==> src/rtl/sprite_compositor_if.sv <==
// Bus between the raster timing side, the external sprite ROMs and sprite_compositor.
// Defining SPRITE_MIRROR_EN adds the per-sprite horizontal flip input spr_flip_x.
interface sprite_compositor_if #(
    parameter int NUM_SPR = 4,
    parameter int COORD_W = 11,
    parameter int PIX_W   = 12,
    parameter int ADDR_W  = 14
);
    logic                       frame_start;
    logic [NUM_SPR-1:0]         spr_en;
    logic [NUM_SPR*COORD_W-1:0] spr_pos_x;
    logic [NUM_SPR*COORD_W-1:0] spr_pos_y;
`ifdef SPRITE_MIRROR_EN
    logic [NUM_SPR-1:0]         spr_flip_x;
`endif
    logic [COORD_W-1:0]         curr_x;
    logic [COORD_W-1:0]         curr_y;
    logic                       pix_valid;
    logic [NUM_SPR*ADDR_W-1:0]  rom_addr;
    logic [NUM_SPR*PIX_W-1:0]   rom_data;
    logic [3:0]                 draw_r;
    logic [3:0]                 draw_g;
    logic [3:0]                 draw_b;
    logic                       draw_valid;
    logic [NUM_SPR-1:0]         coll_status;

    // Raster / ROM side.
    modport master (
`ifdef SPRITE_MIRROR_EN
        output spr_flip_x,
`endif
        output frame_start, spr_en, spr_pos_x, spr_pos_y,
        output curr_x, curr_y, pix_valid, rom_data,
        input  rom_addr, draw_r, draw_g, draw_b, draw_valid, coll_status
    );

    // Compositor side.
    modport slave (
`ifdef SPRITE_MIRROR_EN
        input  spr_flip_x,
`endif
        input  frame_start, spr_en, spr_pos_x, spr_pos_y,
        input  curr_x, curr_y, pix_valid, rom_data,
        output rom_addr, draw_r, draw_g, draw_b, draw_valid, coll_status
    );
endinterface

==> src/rtl/sprite_compositor.sv <==
// N-sprite fixed-priority compositor: address -> ROM wait -> compose, with per-frame collision flags.
// Optional horizontal mirroring is enabled by defining SPRITE_MIRROR_EN.
module sprite_compositor #(
    parameter int NUM_SPR  = 4,
    parameter int COORD_W  = 11,
    parameter int PIX_W    = 12,
    parameter int SPR_W    = 90,
    parameter int SPR_H    = 26,
    parameter int ADDR_W   = 14,
    parameter int SCREEN_W = 1440,
    parameter int SCREEN_H = 900,
    parameter int BORDER   = 10,
    parameter logic [PIX_W-1:0] TRANSP_KEY = 12'h000
) (
    input logic                clk,
    input logic                rst,
    sprite_compositor_if.slave bus
);
    localparam int CW1 = COORD_W + 1;
    localparam logic signed [CW1-1:0] SPR_W_S = CW1'(SPR_W);
    localparam logic signed [CW1-1:0] SPR_H_S = CW1'(SPR_H);
    localparam logic [COORD_W-1:0]    X_LO    = COORD_W'(BORDER);
    localparam logic [COORD_W-1:0]    X_HI    = COORD_W'(SCREEN_W - 1 - BORDER);
    localparam logic [COORD_W-1:0]    Y_LO    = COORD_W'(BORDER);
    localparam logic [COORD_W-1:0]    Y_HI    = COORD_W'(SCREEN_H - 1 - BORDER);

    // dx/dy are only meaningful (non-negative, in range) when the pixel is inside the box.
    function automatic logic [ADDR_W-1:0] sprite_addr(input logic signed [CW1-1:0] dx,
                                                      input logic signed [CW1-1:0] dy,
                                                      input logic                  flip);
        logic [31:0] col;
        logic [31:0] row;
        logic [31:0] full;
        col  = flip ? (32'(SPR_W - 1) - 32'($unsigned(dx))) : 32'($unsigned(dx));
        row  = 32'($unsigned(dy));
        full = row * 32'(SPR_W) + col;
        return full[ADDR_W-1:0];
    endfunction

    function automatic logic [PIX_W-1:0] background(input logic [COORD_W-1:0] x,
                                                    input logic [COORD_W-1:0] y);
        if (x < X_LO || x > X_HI || y < Y_LO || y > Y_HI)
            return '1;
        return '0;
    endfunction

    logic [NUM_SPR-1:0]         en_sh_q, en_sh_d;
    logic [NUM_SPR*COORD_W-1:0] pos_x_sh_q, pos_x_sh_d;
    logic [NUM_SPR*COORD_W-1:0] pos_y_sh_q, pos_y_sh_d;
    logic [NUM_SPR-1:0]         flip_sh;

    logic signed [CW1-1:0]      dx [NUM_SPR];
    logic signed [CW1-1:0]      dy [NUM_SPR];

    logic [NUM_SPR-1:0]         inbox_p1_q, inbox_p1_d;
    logic                       vld_p1_q, vld_p1_d;
    logic [COORD_W-1:0]         x_p1_q, x_p1_d;
    logic [COORD_W-1:0]         y_p1_q, y_p1_d;
    logic [NUM_SPR*ADDR_W-1:0]  rom_addr_p1_q, rom_addr_p1_d;

    logic [NUM_SPR-1:0]         inbox_p2_q, inbox_p2_d;
    logic                       vld_p2_q, vld_p2_d;
    logic [COORD_W-1:0]         x_p2_q, x_p2_d;
    logic [COORD_W-1:0]         y_p2_q, y_p2_d;

    logic [NUM_SPR-1:0]         opaque;
    logic [NUM_SPR-1:0]         hits;
    logic [PIX_W-1:0]           fg_pix;
    logic [PIX_W-1:0]           rgb_p3_q, rgb_p3_d;
    logic                       vld_p3_q, vld_p3_d;
    logic [NUM_SPR-1:0]         coll_work_q, coll_work_d;
    logic [NUM_SPR-1:0]         coll_status_q, coll_status_d;

`ifdef SPRITE_MIRROR_EN
    logic [NUM_SPR-1:0]         flip_sh_q, flip_sh_d;

    always_comb begin
        flip_sh_d = bus.frame_start ? bus.spr_flip_x : flip_sh_q;
    end

    always_ff @(posedge clk) begin
        if (!rst) flip_sh_q <= '0;
        else      flip_sh_q <= flip_sh_d;
    end

    assign flip_sh = flip_sh_q;
`else
    assign flip_sh = '0;
`endif

    always_comb begin
        // Shadow registers: sprite state only changes at frame boundaries.
        en_sh_d    = en_sh_q;
        pos_x_sh_d = pos_x_sh_q;
        pos_y_sh_d = pos_y_sh_q;
        if (bus.frame_start) begin
            en_sh_d    = bus.spr_en;
            pos_x_sh_d = bus.spr_pos_x;
            pos_y_sh_d = bus.spr_pos_y;
        end

        // S1: box test and ROM address
        vld_p1_d      = bus.pix_valid;
        x_p1_d        = bus.curr_x;
        y_p1_d        = bus.curr_y;
        rom_addr_p1_d = rom_addr_p1_q;
        for (int i = 0; i < NUM_SPR; i++) begin
            dx[i] = $signed({1'b0, bus.curr_x}) - $signed({1'b0, pos_x_sh_q[i*COORD_W +: COORD_W]});
            dy[i] = $signed({1'b0, bus.curr_y}) - $signed({1'b0, pos_y_sh_q[i*COORD_W +: COORD_W]});
            inbox_p1_d[i] = en_sh_q[i] && bus.pix_valid
                            && !dx[i][CW1-1] && (dx[i] < SPR_W_S)
                            && !dy[i][CW1-1] && (dy[i] < SPR_H_S);
            if (inbox_p1_d[i])
                rom_addr_p1_d[i*ADDR_W +: ADDR_W] = sprite_addr(dx[i], dy[i], flip_sh[i]);
        end

        // S2: sideband waits for the ROM read
        inbox_p2_d = inbox_p1_q;
        vld_p2_d   = vld_p1_q;
        x_p2_d     = x_p1_q;
        y_p2_d     = y_p1_q;

        // S3: priority select, background and collision detection
        for (int i = 0; i < NUM_SPR; i++)
            opaque[i] = inbox_p2_q[i] && (bus.rom_data[i*PIX_W +: PIX_W] != TRANSP_KEY);
        fg_pix = '0;
        for (int i = NUM_SPR - 1; i >= 0; i--)
            if (opaque[i]) fg_pix = bus.rom_data[i*PIX_W +: PIX_W];
        for (int i = 0; i < NUM_SPR; i++)
            hits[i] = opaque[i] && |(opaque & ~(NUM_SPR'(1) << i));

        vld_p3_d = vld_p2_q;
        if (!vld_p2_q)
            rgb_p3_d = '0;
        else if (|opaque)
            rgb_p3_d = fg_pix;
        else
            rgb_p3_d = background(x_p2_q, y_p2_q);

        // Hits landing in the frame_start cycle still belong to the frame being closed.
        if (bus.frame_start) begin
            coll_status_d = coll_work_q | hits;
            coll_work_d   = '0;
        end else begin
            coll_status_d = coll_status_q;
            coll_work_d   = coll_work_q | hits;
        end
    end

    always_ff @(posedge clk) begin
        if (!rst) begin
            en_sh_q       <= '0;
            pos_x_sh_q    <= '0;
            pos_y_sh_q    <= '0;
            inbox_p1_q    <= '0;
            vld_p1_q      <= 1'b0;
            x_p1_q        <= '0;
            y_p1_q        <= '0;
            rom_addr_p1_q <= '0;
            inbox_p2_q    <= '0;
            vld_p2_q      <= 1'b0;
            x_p2_q        <= '0;
            y_p2_q        <= '0;
            rgb_p3_q      <= '0;
            vld_p3_q      <= 1'b0;
            coll_work_q   <= '0;
            coll_status_q <= '0;
        end else begin
            en_sh_q       <= en_sh_d;
            pos_x_sh_q    <= pos_x_sh_d;
            pos_y_sh_q    <= pos_y_sh_d;
            inbox_p1_q    <= inbox_p1_d;
            vld_p1_q      <= vld_p1_d;
            x_p1_q        <= x_p1_d;
            y_p1_q        <= y_p1_d;
            rom_addr_p1_q <= rom_addr_p1_d;
            inbox_p2_q    <= inbox_p2_d;
            vld_p2_q      <= vld_p2_d;
            x_p2_q        <= x_p2_d;
            y_p2_q        <= y_p2_d;
            rgb_p3_q      <= rgb_p3_d;
            vld_p3_q      <= vld_p3_d;
            coll_work_q   <= coll_work_d;
            coll_status_q <= coll_status_d;
        end
    end

    assign bus.rom_addr    = rom_addr_p1_q;
    assign bus.draw_r      = rgb_p3_q[PIX_W-1 -: 4];
    assign bus.draw_g      = rgb_p3_q[PIX_W-5 -: 4];
    assign bus.draw_b      = rgb_p3_q[PIX_W-9 -: 4];
    assign bus.draw_valid  = vld_p3_q;
    assign bus.coll_status = coll_status_q;
endmodule

==> src/flat_wrapper.sv <==
// flat-port wrapper written by rule: the top's interface ports become plain ports
module sprite_compositor_flat 
#(
    parameter int NUM_SPR  = 4,
    parameter int COORD_W  = 11,
    parameter int PIX_W    = 12,
    parameter int SPR_W    = 90,
    parameter int SPR_H    = 26,
    parameter int ADDR_W   = 14,
    parameter int SCREEN_W = 1440,
    parameter int SCREEN_H = 900,
    parameter int BORDER   = 10,
    parameter logic [PIX_W-1:0] TRANSP_KEY = 12'h000
)
  (clk, rst, bus_frame_start, bus_spr_en, bus_spr_pos_x, bus_spr_pos_y, bus_curr_x, bus_curr_y, bus_pix_valid, bus_rom_data, bus_rom_addr, bus_draw_r, bus_draw_g, bus_draw_b, bus_draw_valid, bus_coll_status);
  sprite_compositor_if #(.NUM_SPR(NUM_SPR), .COORD_W(COORD_W), .PIX_W(PIX_W), .ADDR_W(ADDR_W)) bus_i ();
  input logic clk;
  input logic rst;
  input wire logic [$bits(bus_i.frame_start)-1:0] bus_frame_start;
  input wire logic [$bits(bus_i.spr_en)-1:0] bus_spr_en;
  input wire logic [$bits(bus_i.spr_pos_x)-1:0] bus_spr_pos_x;
  input wire logic [$bits(bus_i.spr_pos_y)-1:0] bus_spr_pos_y;
  input wire logic [$bits(bus_i.curr_x)-1:0] bus_curr_x;
  input wire logic [$bits(bus_i.curr_y)-1:0] bus_curr_y;
  input wire logic [$bits(bus_i.pix_valid)-1:0] bus_pix_valid;
  input wire logic [$bits(bus_i.rom_data)-1:0] bus_rom_data;
  output wire logic [$bits(bus_i.rom_addr)-1:0] bus_rom_addr;
  output wire logic [$bits(bus_i.draw_r)-1:0] bus_draw_r;
  output wire logic [$bits(bus_i.draw_g)-1:0] bus_draw_g;
  output wire logic [$bits(bus_i.draw_b)-1:0] bus_draw_b;
  output wire logic [$bits(bus_i.draw_valid)-1:0] bus_draw_valid;
  output wire logic [$bits(bus_i.coll_status)-1:0] bus_coll_status;
  assign bus_i.frame_start = bus_frame_start;
  assign bus_i.spr_en = bus_spr_en;
  assign bus_i.spr_pos_x = bus_spr_pos_x;
  assign bus_i.spr_pos_y = bus_spr_pos_y;
  assign bus_i.curr_x = bus_curr_x;
  assign bus_i.curr_y = bus_curr_y;
  assign bus_i.pix_valid = bus_pix_valid;
  assign bus_i.rom_data = bus_rom_data;
  assign bus_rom_addr = bus_i.rom_addr;
  assign bus_draw_r = bus_i.draw_r;
  assign bus_draw_g = bus_i.draw_g;
  assign bus_draw_b = bus_i.draw_b;
  assign bus_draw_valid = bus_i.draw_valid;
  assign bus_coll_status = bus_i.coll_status;
  sprite_compositor #(.NUM_SPR(NUM_SPR), .COORD_W(COORD_W), .PIX_W(PIX_W), .SPR_W(SPR_W), .SPR_H(SPR_H), .ADDR_W(ADDR_W), .SCREEN_W(SCREEN_W), .SCREEN_H(SCREEN_H), .BORDER(BORDER), .TRANSP_KEY(TRANSP_KEY)) u_core (.clk(clk), .rst(rst), .bus(bus_i));
endmodule
==> config.mk <==
export PLATFORM = sky130hd
export DESIGN_NAME = sprite_compositor_flat
export DESIGN_NICKNAME = d
export VERILOG_FILES = /design/src/rtl/sprite_compositor_if.sv /design/src/rtl/sprite_compositor.sv /design/src/flat_wrapper.sv
export SDC_FILE = /design/constraint.sdc
export NUM_CORES = 1
export LEC_CHECK = 0
export CORE_MARGIN = 2
export CORE_UTILIZATION = 40
export CTS_CLUSTER_SIZE = 12
export DETAILED_ROUTE_END_ITERATION = 10
export PLACE_DENSITY = 0.65
export SETUP_SLACK_MARGIN = 0.3
export SYNTH_ARGS = -nofsm -noshare
export SYNTH_HDL_FRONTEND = slang
export SYNTH_SLANG_ARGS = --single-unit
==> constraint.sdc <==
create_clock -name clk -period 7.55 [get_ports clk]
set_clock_uncertainty 0.2 [all_clocks]
set_input_delay 1.1325 -clock clk [delete_from_list [all_inputs] [get_ports clk]]
set_output_delay 1.1325 -clock clk [all_outputs]
set_load 0.005 [all_outputs]
==> results of run 1 <==
-- state kept, by name, indices dropped and copies added, names as in the netlist --
| register | cells |
|---|---|
| u_core.coll_work_q | 4 |
| u_core.y_p1_q | 10 |
| u_core.inbox_p2_q | 4 |
| u_core.vld_p2_q | 1 |
| u_core.y_p2_q | 10 |
| u_core.x_p2_q | 10 |
| u_core.bus.coll_status | 4 |
| u_core.vld_p1_q | 1 |
| u_core.inbox_p1_q | 4 |
| u_core.rgb_p3_q | 12 |
| u_core.bus.rom_addr | 56 |
| u_core.pos_x_sh_q | 44 |
| u_core.x_p1_q | 10 |
| u_core.bus.draw_valid | 1 |
| u_core.pos_y_sh_q | 44 |
| u_core.en_sh_q | 4 |
-- cell usage after synthesis, types with 17 or more instances --
library cell / number
xnor2_1: 98
nor4_1: 28
mux2i_1: 94
a31oi_1: 17
o31ai_1: 44
nand2_1: 100
ha_1: 224
nand3_1: 44
clkbuf_1: 64
dfxtp_1: 219
o21ai_0: 72
inv_1: 270
a211oi_1: 19
xor2_1: 51
nor2b_1: 21
or3_1: 24
a21oi_1: 148
o211ai_1: 30
and2_1: 53
nor2_1: 207
nor3_1: 61
o21a_1: 32
or4_1: 17
nand4_1: 35
a21o_1: 32
fa_1: 56
-- worst max-delay path: stages --
cell	delay (ns)
clkdlybuf4s50_1	0.41
buf_4	0.18
ha_1	0.34
o21a_1	0.13
o31a_1	0.14
o31ai_4	0.24
a211oi_1	0.14
or3b_1	0.39
a21o_1	0.22
ha_1	0.33
fa_1	0.54
inv_1	0.05
fa_1	0.49
inv_1	0.04
ha_1	0.34
nand2_1	0.06
o21ai_0	0.22
nor2_1	0.09
xnor2_1	0.13
ha_1	0.28
and3_1	0.16
a21oi_1	0.13
o21ai_0	0.14
o21bai_1	0.16
xnor3_1	0.41
o211a_1	0.22
-- layout by cell type (no fill, tap or decap), drive strengths merged, types with 51 or more instances in the layout --
| master | synthesis | final |
|---|---|---|
| ha | 224 | 224 |
| buf | 8 | 55 |
| nor3 | 62 | 62 |
| a21oi | 148 | 148 |
| dfxtp | 219 | 219 |
| o21ai | 76 | 76 |
| xnor2 | 98 | 98 |
| xor2 | 51 | 51 |
| mux2i | 94 | 94 |
| and2 | 53 | 53 |
| nand2 | 100 | 100 |
| inv | 271 | 273 |
| clkdlybuf4s50 | 0 | 235 |
| fa | 56 | 56 |
| nor2 | 207 | 207 |
-- logic make-up after synthesis --
logic type / after synthesis / synth area share (%)
XOR/XNOR: 153 / 7.47
buffers and inverters: 344 / 6.92
adder cells (fa/ha/maj): 280 / 21.0
AO/OA/AOI/OAI: 516 / 18.7
flip-flops: 219 / 23.5
multiplexers: 95 / 5.10
AND/OR/NAND/NOR: 647 / 17.3
-- cell type report --
cell class              instances  share of cell area, %
clock buffers                  38                   3.56
multi-input cells            1691                   56.6
repair buffers                291                   12.2
inverters                     271                   4.42
well taps                     607                   3.30
clock inverters                14                  0.934
diodes                          2                 0.0217
flip-flops and latches        219                   19.0
-- routing by layer --
metal	global-route usage, %	up-vias	wire length [um]	share of wire, %
li1	-	8481	-	-
met1	28.4	7784	24000	44
met2	38.3	473	25100	46
met3	3.55	107	3360	6.1
met4	8.68	0	2180	4.0
met5	0	-	0	0
-- worst min path at each step --
stage	startpoint	to	slack, ns	cells after the start
final	u_core.vld_p1_q	u_core.vld_p2_q	0.23	1
after global routing	u_core.y_p1_q[8]	u_core.y_p2_q[8]	0.24	1
after detailed placement	u_core.x_p1_q[3]	u_core.x_p2_q[3]	0.22	1
after CTS	u_core.y_p1_q[6]	u_core.y_p2_q[6]	0.22	1
after floorplan	u_core.inbox_p1_q[0]	u_core.inbox_p2_q[0]	0.21	1
after global placement	u_core.y_p1_q[8]	u_core.y_p2_q[8]	0.22	1
-- power groups by stage --
| stage | clock, mW | combinational, mW | sequential (mW) |
|---|---|---|---|
| finish | 1.48 | 8.76 | 1.22 |
| global placement | 0 | 8.52 | 1.24 |
| CTS | 1.52 | 8.75 | 1.22 |
| global route | 1.56 | 9.92 | 1.22 |
| detailed placement | 0 | 8.67 | 1.24 |
| floorplan | 0 | 6.98 | 1.24 |
-- metrics by stage --
stage	power [mW]	hold slack (ns)	setup TNS (ns)	instance area, um^2	instances
after global routing	12.7	0.243	0	23000	3133
after CTS	11.5	0.224	0	23000	3131
after floorplan	8.22	0.212	0	18700	2254
after global placement	9.76	0.215	0	22000	3079
final	11.5	0.227	0	23000	3133
after detailed placement	9.92	0.217	-0.135	22000	3079
-- repair_timing --
action | in CTS | in global routing
hold buffers | 0 | 0
setup endpoints to repair | 0 | 5
resized for setup | 0 | 6
==> summary.txt, run 1 <==
Clock tree
  – H-tree Lvls: 1
  – Post-CTS setup buffer count: 0
  – Max clock buf depth: 3
  – Clock slew at reported path FFs: 0.06 ns
  – CTS tree: built
  – Root buffer cell: clkbuf_16
  – CTS buffer count: 28
  – Clock Latency Late Sink: 0.56 ns
  – Num Clock Sinks: 219

STA
  – Final Hold Viols: 0
  – Worst-Margin Slew: 1.13 ns
  – Max transition margin: 23.8%
  – Final setup violation count: 0
  – Unrepaired setup endpoints after global routing: yes
  – Final Cycle Share: 91.1%
  – Min Tclk post-route: 6.88 ns
  – Maximum clock frequency: 145 MHz
  – Worst setup margin: 0.674 ns
  – Pins Over Slew Limit: 0

Routing
  – Vias per Instance: 5.38
  – Drt pass-1 iters: 7
  – Routed wire length: 54.7 mm
  – Vias: 16,845
  – DR WL/cell: 17.5 um
  – DRT antenna net count: 0
  – Iter 0 DRT Violations: 921
  – DRC viols: 0

Worst setup path
  – Crit path capture type: flip-flop
  – Worst Reg-to-Reg Cells: 25
  – RR Endpoint: u_core.bus.rom_addr[41]
  – R2R Setup Slk: 1.34 ns
  – Setup Crit Path Kind: input port to flip-flop
  – CP Launch Type: input port
  – Critical path data arrival time: 7.13 ns
  – Critical R2R Launch: u_core.pos_y_sh_q[23]
  – Critical Path RT: 7.81 ns
  – End of the critical path: u_core.bus.rom_addr[41]
  – Crit path max fanout: 5
  – CP startpoint: bus_curr_y[3]

Die
  – Initial Utilization: 40.3%
  – Die Height: 220 um
  – Core area: 46,400 um^2
  – Full die area: 48,400 um^2
  – # IOs: 239
  – Die Wd: 220 um
  – Site Rows: 79

Global routing
  – First-pass GRT wire length: 87.1 mm
  – GRT Total Usage: 22.5%
  – Vias in the first global route: 16,559
  – Initial antenna violation count: 3
  – Grt total ovfl: 0
  – Pin count of the biggest net entering global routing: 83

Yosys
  – #FFs+latches synth: 219
  – YS warnings: 0
  – Ys flop type: dfxtp_1
  – Area leader, netlist: dfxtp_1
  – Share of the synthesized area in the top cell type: 23.5%
  – Sequential area share after synthesis: 23.5%
  – Synth area leaders: dfxtp_1, ha_1, fa_1, inv_1, mux2i_1
  – Number of enable flip-flop cells after synthesis: 0
  – Syn Nets: 2,700
  – Post-Syn Instances: 2,254
  – Syn_area_per_cell: 8.28 um^2
  – Distinct cells, synth: 78
  – Mapped Area: 18,700 um^2
  – Ys async rst share: 0%

Power and ir drop
  – Sw power: 5.19 mW
  – Leakage power: 9.85 nW
  – Seq pwr share: 10.6%
  – Power Density: 497 nW/um^2
  – Clk network pwr share: 12.9%
  – Pint: 6.27 mW
  – VDD IR-drop max: 0.401 mV
  – Switching Share: 45.3%
  – Gate power share: 76.4%

Cells and area
  – Layout cell share with drive strength beyond 1: 5.39%
  – Final nets: 2,948
  – Area grow syn2layout: 23.4%
  – FF+latch area: 4380 um^2
  – Area of the multi-input gates: 13,000 um^2
  – Fillers: 4,329
  – Final Core Density: 49.7%

Min path
  – Min-delay worst type: flip-flop to flip-flop

Outcome
  – Status: finished, final reports clean

Flow run
  – Max_cap viols: 0

Placement
  – I/O Buffers: 238
  – DP Wirelength: 43.2 mm
  – Routability-driven placement congestion ratio: 0.929
  – Setup Slack @ Placement: -0.117 ns
No activity file was read; power rests on OpenSTA's default activity.
==> inputs of run 2 (changes only) <==
Settings changed: GPL_TIMING_DRIVEN set to 0, HOLD_SLACK_MARGIN set to 0.12.
==> summary.txt, run 2 (same netlist as run 1, synthesis figures left out) <==
Clock tree
  – Root buffer cell: clkbuf_16
  – Num Clock Sinks: 219 (unchanged)
  – Max clock buf depth: 3 (unchanged)
  – CTS buffer count: 27 (-3.6%)
  – Clock Latency Late Sink: 0.56 ns (about the same)
  – CTS tree: built
  – H-tree Lvls: 1 (unchanged)
  – Clock slew at reported path FFs: 0.06 ns (about the same)

Global routing
  – GRT Total Usage: 23.2% (+0.69 points)
  – Grt total ovfl: 0 (unchanged)
  – Pin count of the biggest net entering global routing: 13 (-84%)
  – First-pass GRT wire length: 87.8 mm (+0.82%)
  – Vias in the first global route: 16,627 (+0.41%)
  – Initial antenna violation count: 7 (+4)

Die
  – Core area: 46,400 um^2 (unchanged)
  – Initial Utilization: 40.3% (unchanged)
  – Full die area: 48,400 um^2 (unchanged)
  – Die Wd: 220 um (unchanged)
  – Die Height: 220 um (unchanged)
  – # IOs: 239 (unchanged)
  – Site Rows: 79 (unchanged)

Power and ir drop
  – Leakage power: 9.78 nW (-0.77%)
  – Gate power share: 77.6% (+1.2 points)
  – VDD IR-drop max: 0.398 mV (-0.75%)
  – Power Density: 498 nW/um^2 (+0.17%)
  – Seq pwr share: 10.6% (about the same)
  – Switching Share: 46.4% (+1.2 points)
  – Power Total: 11.5 mW (+0.36%)
  – Sw power: 5.34 mW (+3.0%)
  – Clk network pwr share: 11.8% (-1.1 points)
  – Pint: 6.16 mW (-1.8%)

Routing
  – DR WL/cell: 18.2 um (+4.1%)
  – Routed wire length: 57.6 mm (+5.3%)
  – Drt pass-1 iters: 6 (-1)
  – Vias: 17,050 (+1.2%)
  – DRT antenna net count: 0 (unchanged)
  – Vias per Instance: 5.38 (+0.13%)
  – Iter 0 DRT Violations: 893 (-3.0%)
  – DRC viols: 0 (unchanged)

Cells and area
  – Most frequent cells in the layout: inv_1, clkdlybuf4s50_1, ha_1
  – Layout cell share with drive strength beyond 1: 4.86% (-0.53 points)
  – Most common cell after layout, fill and taps aside: inv_1
  – Area grow syn2layout: 23.6%
  – Final nets: 2,982 (+1.2%)
  – Max reg flops: 56 (unchanged)

Placement
  – I/O Buffers: 237 (-0.42%)
  – Routability-driven placement congestion ratio: 0.909 (-2.1%)
  – DP Wirelength: 46.2 mm (+7.1%)

STA
  – Final Cycle Share: 93.2% (+2.2 points)
  – Maximum clock frequency: 142 MHz (-2.3%)
  – Min Tclk post-route: 7.04 ns (+0.162 ns)
  – Max transition margin: 25.3% (+1.5 points)
  – Setup TNS: 0 ns (unchanged)
  – Worst-Margin Slew: 1.11 ns (-0.0241 ns)
  – Final Hold Viols: 0 (unchanged)
  – Pins Over Slew Limit: 0 (unchanged)
  – Unrepaired setup endpoints after global routing: yes
  – Final setup violation count: 0 (unchanged)

Worst setup path
  – Crit path capture type: flip-flop
  – Critical Path RT: 7.80 ns (about the same)
  – Setup Crit Path Kind: input port to flip-flop
  – CP Launch Type: input port
  – Crit path max fanout: 5 (unchanged)
  – Critical path data arrival time: 7.29 ns (+0.16 ns)

Outcome
  – Status: finished, final reports clean

Min path
  – Min-delay worst type: flip-flop to flip-flop

Flow run
  – Max_cap viols: 0 (unchanged)
-- run 2: changes by cell type in the layout (fill, tap and decap cells not counted), sizes merged, moves of 4 or more --
cell           previous run  this run
clkdlybuf4s50           235       230
clkbuf                   38       101
diode                     2         6
buf                      55        24
-- run 2: repair_timing --
action	CTS	global route
resized for setup	15	33
hold buffers	0	0
setup buffers	0	16
setup endpoints to repair	8	7
pin swaps	0	10
-- run 2: critical path, stage by stage --
cell and delay [ns]:
clkdlybuf4s50_1 0.51, clkinvlp_4 0.27, ha_1 0.31, inv_1 0.07, fa_1 0.22, a21oi_2 0.09
o2111ai_1 0.37, nand2_1 0.15, a21oi_1 0.25, xnor2_1 0.21, inv_1 0.15, ha_1 0.35
xnor2_1 0.16, fa_1 0.51, inv_1 0.04, ha_1 0.31, o21a_1 0.13, o31a_1 0.17
nor2_1 0.06, xnor2_1 0.23, ha_1 0.34, and3_1 0.19, a21oi_1 0.09, o21ai_0 0.12
o21bai_1 0.19, xnor3_1 0.42, o211a_1 0.22
-- run 2: through the flow --
stage / hold slack, ns / utilization, % / instance area, um^2 / cells / worst slack (ns)
finish: 0.231 / 49.8 / 23100 / 3167 / 0.511
global route: 0.245 / 49.8 / 23100 / 3163 / 0.224
CTS: 0.233 / 49.2 / 22800 / 3145 / 0.319
detailed placement: 0.218 / 47.0 / 21800 / 3098 / -1.00
global placement: 0.216 / 47.0 / 21800 / 3098 / -0.888
floorplan: 0.212 / - / 18700 / 2254 / 0.937
-- run 2: path summary, 6_finish.rpt --
| kind | cells after the start | endpoint | slack, ns | from |
|---|---|---|---|---|
| setup reg to reg | 25 | u_core.bus.rom_addr[41] | 1.29 | u_core.pos_y_sh_q[23] |
| hold reg to reg | 1 | u_core.y_p2_q[4] | 0.23 | u_core.y_p1_q[4] |
| setup / recovery | 27 | u_core.bus.rom_addr[41] | 0.51 | bus_curr_y[0] |
| hold / removal | 1 | u_core.y_p2_q[4] | 0.23 | u_core.y_p1_q[4] |
-- run 2: area by class of cell --
cell class	instances	area, um^2
Inverter	271	1020
Multi-Input combinational cell	1691	13200
Fill cell	4448	23300
Timing Repair Buffer	253	2490
Antenna cell	6	15.0
Buffer	73	275
Tap cell	607	759
Clock buffer	35	766
Sequential cell	219	4380
Clock inverter	12	153
-- run 2: metal layers --
metal | track usage [%] | wire length, um | up-vias
met5 | 0 | 23 | -
met4 | 10.6 | 2690 | 4
met3 | 3.78 | 3160 | 124
met2 | 39.6 | 26700 | 420
met1 | 28.4 | 25000 | 7948
li1 | - | - | 8554
-- run 2: power groups by stage --
stage	combinational, mW	sequential (mW)	clock (mW)
after floorplan	6.98	1.24	0
after global placement	8.54	1.24	0
after detailed placement	8.69	1.24	0
after CTS	8.76	1.22	1.38
after global routing	10.0	1.22	1.43
final	8.93	1.22	1.36
==> inputs of run 3 (changes only) <==
Settings changed: PLACE_DENSITY 0.65 to 0.67, SKIP_LAST_GASP set to 1.
Clock period 7.55 ns to 6.05 ns, I/O delays scaled along.
==> summary.txt, run 3 (same netlist as run 1, synthesis figures left out) <==
Routing
  – DRC viols: 0 (unchanged)
  – Routed wire length: 60.8 mm (+5.4%)
  – Iter 0 DRT Violations: 840 (-5.9%)
  – DR WL/cell: 18.7 um (+2.7%)
  – Vias: 17,755 (+4.1%)
  – Drt pass-1 iters: 5 (-1)
  – Vias per Instance: 5.46 (+1.4%)
  – DRT antenna net count: 0 (unchanged)

Worst setup path
  – Critical Path RT: 6.29 ns (-1.51 ns)
  – Crit path capture type: flip-flop
  – Critical path data arrival time: 6.16 ns (-1.13 ns)
  – Crit path max fanout: 4 (-1)
  – CP Launch Type: input port
  – Setup Crit Path Kind: input port to flip-flop

Cells and area
  – Area grow syn2layout: 34.0%
  – Most frequent cells in the layout: inv_1, clkdlybuf4s50_1, dfxtp_1
  – Final nets: 3,073 (+3.1%)
  – Most common cell after layout, fill and taps aside: inv_1
  – Non-Filler Instances: 3,251 (+2.7%)
  – Max reg flops: 56 (unchanged)
  – Final Core Density: 54.0% (+4.2 points)
  – Layout cell share with drive strength beyond 1: 15.1% (+10 points)
  – Fillers: 4,163 (-6.4%)

STA
  – Final Hold Viols: 0 (unchanged)
  – Final setup violation count: 0 (unchanged)
  – Maximum clock frequency: 169 MHz
  – Worst-Margin Slew: 1.07 ns (-0.0402 ns)
  – Max transition margin: 28.6% (+3.4 points)
  – Pins Over Slew Limit: 0 (unchanged)
  – Unrepaired setup endpoints after global routing: yes
  – Final Cycle Share: 97.8%
  – Min Tclk post-route: 5.91 ns

Power and ir drop
  – VDD IR-drop max: 0.565 mV (+42%)
  – Clk network pwr share: 9.6% (-2.2 points)
  – Sw power: 7.81 mW (+46%)
  – Pint: 9.15 mW (+48%)
  – Power Density: 678 nW/um^2 (+36%)
  – Gate power share: 81.4% (+3.8 points)
  – Seq pwr share: 9.0% (-1.6 points)
  – Leakage power: 10.4 nW (+6.2%)
  – Switching Share: 46.1% (-0.37 points)

Clock tree
  – CTS buffer count: 26 (-3.7%)
  – CTS tree: built
  – Root buffer cell: clkbuf_16
  – Max clock buf depth: 3 (unchanged)
  – Clock Latency Late Sink: 0.56 ns (about the same)
  – Hold_buf cts: 0 (unchanged)
  – Clock slew at reported path FFs: 0.06 ns (about the same)
  – H-tree Lvls: 1 (unchanged)
  – Num Clock Sinks: 219 (unchanged)

Global routing
  – Grt total ovfl: 0 (unchanged)
  – Pin count of the biggest net entering global routing: 13 (unchanged)
  – Vias in the first global route: 17,563 (+5.6%)
  – First-pass GRT wire length: 92.1 mm (+4.8%)
  – GRT Total Usage: 24.0% (+0.83 points)
  – Initial antenna violation count: 5 (-2)

Die
  – Die Wd: 220 um (unchanged)
  – # IOs: 239 (unchanged)
  – Initial Utilization: 40.3% (unchanged)
  – Full die area: 48,400 um^2 (unchanged)
  – Core area: 46,400 um^2 (unchanged)
  – Die Height: 220 um (unchanged)
  – Site Rows: 79 (unchanged)

Placement
  – DP Wirelength: 45.9 mm (-0.56%)
  – I/O Buffers: 237 (unchanged)
  – Placed cells: 3,098 (unchanged)
  – Routability-driven placement congestion ratio: 0.943 (+3.7%)

Flow run
  – Max_cap viols: 0 (unchanged)

Min path
  – Min-delay worst type: flip-flop to flip-flop

Outcome
  – Status: finished, final reports clean
run 3: power groups by stage:
stage,clock network (mW),registers [mW],logic [mW]
floorplan,0,1.54,8.88
global placement,0,1.55,10.7
detailed placement,0,1.55,11.0
CTS,1.66,1.52,11.7
global route,1.72,1.53,15.2
finish,1.63,1.52,13.8
run 3: final cells by class:
cell class	count	area [um^2]	area share, %
inverters	271	1030	4.13
multi-input cells	1691	14400	57.7
diodes	2	5.00	0.0200
repair buffers	345	3250	13.0
flip-flops and latches	219	4390	17.5
well taps	607	759	3.03
clock buffers	34	732	2.93
clock inverters	9	138	0.550
plain buffers	73	292	1.17
run 3: path summary, 6_finish.rpt:
check                        startpoint                 endpoint  slack (ns)  cells after the start
setup / recovery          bus_curr_y[0]  u_core.bus.rom_addr[41]        0.14                     27
hold reg to reg       u_core.y_p1_q[10]        u_core.y_p2_q[10]        0.23                      1
hold / removal        u_core.y_p1_q[10]        u_core.y_p2_q[10]        0.23                      1
setup reg to reg  u_core.pos_y_sh_q[23]  u_core.bus.rom_addr[41]        0.17                     25
run 3: through the flow:
stage	setup WS [ns]	setup TNS [ns]	power, mW	hold WS (ns)	cell area, um^2
5_1_grt	-0.0718	-0.133	18.4	0.237	25000
4_1_cts	0.238	0	14.9	0.231	24000
3_3_place_gp	-1.62	-28.92	12.2	0.216	22300
3_5_place_dp	-1.77	-31.75	12.5	0.217	22300
6_report	0.136	0	17.0	0.233	25000
2_1_floorplan	-0.00547	-0.00547	10.4	0.212	19100
run 3: metal layers:
layer / GRT usage [%] / vias to the layer above / routed length [um]
met4: 12.0 / 2 / 3160
met2: 41.4 / 481 / 29000
li1: - / 8711 / -
met3: 3.34 / 163 / 3030
met5: 0 / - / 13
met1: 29.2 / 8398 / 25600
run 3: timing repair:
item                                    4_1_cts  5_1_grt
endpoints found under the setup margin       29       19
setup buffers                                63       45
resized for setup                           117      150
pin swaps                                    52      104
run 3: critical path, cell delays in order:
cell and delay (ns):
buf_12 0.11, inv_12 0.07, buf_6 0.10, ha_4 0.14
nor2b_4 0.04, o31a_1 0.33, o31ai_4 0.31, a211oi_2 0.13
or3b_4 0.41, a21o_1 0.21, ha_4 0.23, fa_1 0.50
inv_2 0.04, fa_1 0.51, inv_2 0.05, ha_4 0.28
nand2_2 0.06, o21ai_2 0.14, nor2_1 0.07, xnor2_1 0.21
ha_2 0.32, and3_4 0.17, a21oi_4 0.14, o21ai_2 0.09
o21bai_1 0.16, xnor3_1 0.22, o211a_1 0.21
